### config.mk
export PLATFORM = sky130hd
export DESIGN_NAME = seq_div
export DESIGN_NICKNAME = d
export VERILOG_FILES = /design/src/rtl/seq_div.sv
export SDC_FILE = /design/constraint.sdc
export NUM_CORES = 1
export LEC_CHECK = 0
export CAP_MARGIN = 15
export CELL_PAD_IN_SITES_DETAIL_PLACEMENT = 1
export CELL_PAD_IN_SITES_GLOBAL_PLACEMENT = 1
export CORE_ASPECT_RATIO = 0.7
export CORE_UTILIZATION = 43
export CTS_BUF_LIST = sky130_fd_sc_hd__clkbuf_8
export DETAILED_ROUTE_END_ITERATION = 10
export HOLD_SLACK_MARGIN = 0.15
export PLACE_DENSITY = 0.84
export SLEW_MARGIN = 10
export SYNTH_ARGS = -nofsm -noshare
export SYNTH_HDL_FRONTEND = slang
export SYNTH_SLANG_ARGS = --single-unit
### constraint.sdc
create_clock -name clk -period 3.1 [get_ports clk]
set_clock_uncertainty 0.15 [all_clocks]
set_input_delay 0.775 -clock clk [delete_from_list [all_inputs] [get_ports clk]]
set_output_delay 0.775 -clock clk [all_outputs]
set_load 0.03 [all_outputs]
### src/rtl/seq_div.sv
// Radix-2 restoring sequential divider: one quotient bit per clock, start/busy/done handshake.
// Define SEQ_DIV_SIGNED_EN for two's-complement operands with truncating (C-style) results.
module seq_div #(
  parameter int width = 32
) (
  input  logic             clk,
  input  logic             rst_n,
  input  logic             start,
  input  logic [width-1:0] X,
  input  logic [width-1:0] Y,
  output logic [width-1:0] Q,
  output logic [width-1:0] R,
  output logic             busy,
  output logic             done,
  output logic             div_zero
);
  localparam int CW = $clog2(width + 1);

  typedef enum logic [1:0] {IDLE, BUSY, DONE} state_t;
  state_t state, state_nxt;

  logic [width-1:0] rem, shft, dvs, mag_x, mag_y;
  logic [CW-1:0]    cnt;
  logic [width:0]   rem_sh, diff;
  logic [width-1:0] rem_nxt, q_nxt, q_fin, r_fin;
  logic             accept, last, ge;

  assign accept = start && (state != BUSY);
  assign last   = (state == BUSY) && (cnt == CW'(1));
  assign busy   = (state == BUSY);

  // Compare and subtract share one (width+1)-bit subtractor; its sign bit is the borrow.
  assign rem_sh  = {rem, shft[width-1]};
  assign diff    = rem_sh - {1'b0, dvs};
  assign ge      = ~diff[width];
  assign rem_nxt = ge ? diff[width-1:0] : rem_sh[width-1:0];
  assign q_nxt   = {shft[width-2:0], ge};

`ifdef SEQ_DIV_SIGNED_EN
  logic neg_q, neg_r;
  assign mag_x = X[width-1] ? -X : X;
  assign mag_y = Y[width-1] ? -Y : Y;
  assign q_fin = neg_q ? -q_nxt : q_nxt;
  assign r_fin = neg_r ? -rem_nxt : rem_nxt;
`else
  assign mag_x = X;
  assign mag_y = Y;
  assign q_fin = q_nxt;
  assign r_fin = rem_nxt;
`endif

  always_ff @(posedge clk or negedge rst_n) begin
    if (!rst_n) state <= IDLE;
    else        state <= state_nxt;
  end

  always_comb begin
    state_nxt = state;
    case (state)
      IDLE, DONE: if (start) state_nxt = (Y == '0) ? DONE : BUSY;
      BUSY:       if (last)  state_nxt = DONE;
      default:    state_nxt = IDLE;
    endcase
  end

  always_ff @(posedge clk or negedge rst_n) begin
    if (!rst_n) begin
      rem      <= '0;
      shft     <= '0;
      dvs      <= '0;
      cnt      <= '0;
      Q        <= '0;
      R        <= '0;
      done     <= 1'b0;
      div_zero <= 1'b0;
`ifdef SEQ_DIV_SIGNED_EN
      neg_q    <= 1'b0;
      neg_r    <= 1'b0;
`endif
    end else begin
      done <= 1'b0;
      if (accept) begin
        div_zero <= (Y == '0);
        if (Y == '0) begin
          // Divide by zero resolves on the accept edge; no iterations run.
          Q    <= '1;
          R    <= X;
          done <= 1'b1;
        end else begin
          rem  <= '0;
          shft <= mag_x;
          dvs  <= mag_y;
          cnt  <= CW'(width);
`ifdef SEQ_DIV_SIGNED_EN
          neg_q <= X[width-1] ^ Y[width-1];
          neg_r <= X[width-1];
`endif
        end
      end else if (state == BUSY) begin
        rem  <= rem_nxt;
        shft <= q_nxt;
        cnt  <= cnt - CW'(1);
        if (last) begin
          Q    <= q_fin;
          R    <= r_fin;
          done <= 1'b1;
        end
      end
    end
  end
endmodule

==> flow_summary.yaml <==
timing:
  hold_violations: 0
  rsz0062_at_grt: "true"
  finalCritPeriodShare_pct: 105
  final.min_clock_period_ns: 3.26
  maxSlewViolCount: 0
  fin_tns_setup_ns: -2.57
  fmax_mhz: 307
  slew_headroom_pct: 57.0
  worstMarginPinSlew_ns: 0.641
  fin_ws_ns: -0.159
  setup_viol: 39
floorplanning:
  start_util_pct: 44.6
  rows: 44
  dieArea_um2: 22400
  fp.dieW_um: 179
  core_um2: 21000
  top_level_ports: 134
  dieHeight_um: 126
routing:
  ant_nets: 0
  vias_per_cell: 6.13
  wl_per_cell_um: 24.7
  vias: 9913
  met2_length_mm: 19.5
  top_layer: "met4"
  drc: 0
  routed_wl_mm: 39.9
  met1_length_mm: 16.3
  drt_iter0_markers: 830
  met3_length_mm: 2.52
  detail_route.first_pass.iterations: 5
place:
  port_buffers: 133
  gp_congestion: 0.923
  dp_hpwl_mm: 24.9
critical_path:
  start_kind: "register"
  cp-startpoint: "rem[4]"
  cp_max_fo: 6
  end_kind: "register"
  critPathArrivalTime_ns: 3.45
  r2r_start: "rem[4]"
  critPathKind: "register to register"
  crit_required_ns: 3.29
synth:
  synthTopCellsByCount: "nand2_1 (241), dfrtp_1 (170), o21ai_0 (114)"
  yosysTopAreaCellShare_pct: 45.3
  synthTopCellsByArea: "dfrtp_1 (45%), nand2_1 (9.6%), o21ai_0 (6.1%), ha_1 (4.5%), a31oi_1 (3.9%)"
  synth_area_um2: 9380
  synth_most_common_cell: "nand2_1"
  synth_edf_count: 0
  synth.distinct_cells: 74
  ys_seq_elements: 170
  syn_inst: 1090
  synth.net_count: 1192
  synth.yosys.seq_area_share_pct: 45.3
  ys.flop_type: "dfrtp_1"
  avgSynthCellArea_um2: 8.61
  synth_top_cell_by_area: "dfrtp_1"
  yosysWarnings: 0
  ys_async_sr_fraction_pct: 100
grt:
  overflow: 0
  grt_pass1_vias: 10200
  grt_pass1_wl_mm: 55.5
  grt_max_degree: 68
  grtUsageTotal_pct: 32.2
  antenna_found_initial: 0
status:
  violations: "setup timing"
  status: "finished, violations left"
cells_and_area:
  area_growth_syn_to_layout_pct: 39.0
  fill_cells: 2383
  fin_nets: 1430
  drive_above_1_share_pct: 21.4
  diodes: 0
clocking:
  cts_sinks: 170
  root_buffer: "clkbuf_8"
  clockBufferDepth: 2
  clk_pin_slew_worst_paths_ns: 0.10
  cts_tree: "yes"
  numCtsBuffers: 17
  clock_latency_ns: 0.50
  htreeDepth: 4
run:
  maxCapViolations: 0
worst_hold_path:
  hp-class: "register to register"
  worstHoldStart: "shft[18]"
area by class of cell:
class                           count  area, um^2  area share [%]
Sequential cell                   170        4260            32.6
Timing Repair Buffer              282        2650            20.3
Tap cell                          276         345            2.65
Multi-Input combinational cell    815        5220            40.0
Clock buffer                       17         234            1.79
Clock inverter                     15         175            1.34
Inverter                           42         158            1.21
stage by stage:
stage | cells | hold WS [ns] | util (%) | cell area [um^2] | setup slack, ns
after floorplan | 1090 | 0.310 | - | 9380 | 0.233
after global placement | 1559 | 0.321 | 56.3 | 11900 | -0.189
after detailed placement | 1559 | 0.337 | 56.3 | 11900 | -0.284
after CTS | 1601 | 0.360 | 59.4 | 12500 | 0.00185
after global routing | 1617 | 0.376 | 62.0 | 13000 | -0.277
final | 1617 | 0.360 | 62.0 | 13000 | -0.159
routing by layer:
| metal | vias to the layer above | global-route usage (%) |
|---|---|---|
| met1 | 4998 | 42.5 |
| li1 | 4310 | - |
| met3 | 147 | 6.39 |
| met5 | - | 0 |
| met4 | 0 | 10.8 |
| met2 | 458 | 52.8 |
worst paths after layout:
check                          end  cells past startpoint  slack [ns]
setup reg to reg              R[9]                     12       -0.16
hold / removal               Q[19]                      2        0.36
max in group asynchronous  rem[27]                      3        1.33
min in group asynchronous  dvs[15]                      2        0.69
setup / recovery              R[9]                     12       -0.16
hold reg to reg              Q[19]                      2        0.36
registers in the layout, summed over array words and instances, names as in the netlist:
name,flops
state,2
done,1
div_zero,1
rem,32
shft,32
Q,32
R,32
dvs,32
cnt,6
logic make-up after synthesis:
logic type      Yosys count  synth area share [%]
compound gates          321                  21.6
xor+xnor                 29                  2.71
fa+ha+maj                35                  4.75
buf+inv                 107                  4.89
flops                   170                  45.3
mux                      14                  1.55
simple gates            414                  19.2
repair_timing:
item	4_1_cts	5_1_grt
hold endpoints to repair	6	0
hold buffers	1	0
buffers inserted	8	14
endpoints found under the setup margin	66	63
gates cloned	1	2
pin swaps	8	31
resized for setup	24	104
worst max-delay path: stages (launching register included):
cell and delay, ns:
dfrtp_2 0.45, ha_4 0.27, a21o_1 0.21, a211oi_4 0.25
buf_4 0.18, a211oi_4 0.07, o21a_1 0.22, buf_6 0.13
o221ai_4 0.35, buf_6 0.23, a21oi_2 0.07, a31oi_1 0.34
a31oi_1 0.17
cells in the final DEF (no fill, tap or decap), types with 5 or more instances in the layout:
cell / netlist / final
xor2_1: 16 / 16
and3_1: 7 / 7
buf_6: 3 / 9
nor4_4: 0 / 5
clkbuf_8: 0 / 17
clkdlybuf4s50_1: 0 / 131
o211ai_1: 7 / 7
inv_1: 42 / 43
nand2b_1: 6 / 5
a21oi_1: 52 / 34
mux2i_1: 10 / 5
dfrtp_1: 170 / 169
xnor2_1: 13 / 13
o21a_1: 11 / 11
o21ai_1: 5 / 16
o21ai_0: 114 / 98
a21o_1: 13 / 12
nor2_1: 85 / 79
buf_4: 1 / 127
nor4_1: 17 / 11
o22ai_1: 7 / 6
mux2i_2: 0 / 5
nand2_2: 2 / 5
a21oi_2: 2 / 17
or3_1: 7 / 7
ha_2: 0 / 9
buf_12: 1 / 13
and4_1: 5 / 5
ha_1: 34 / 21
nor3_1: 15 / 14
nand2_1: 241 / 237
a211oi_2: 2 / 5
a31oi_1: 59 / 52
Power is left out: the tool's default activity adds up to more than one toggle a clock period on the data nets, which glitch-free logic cannot reach.
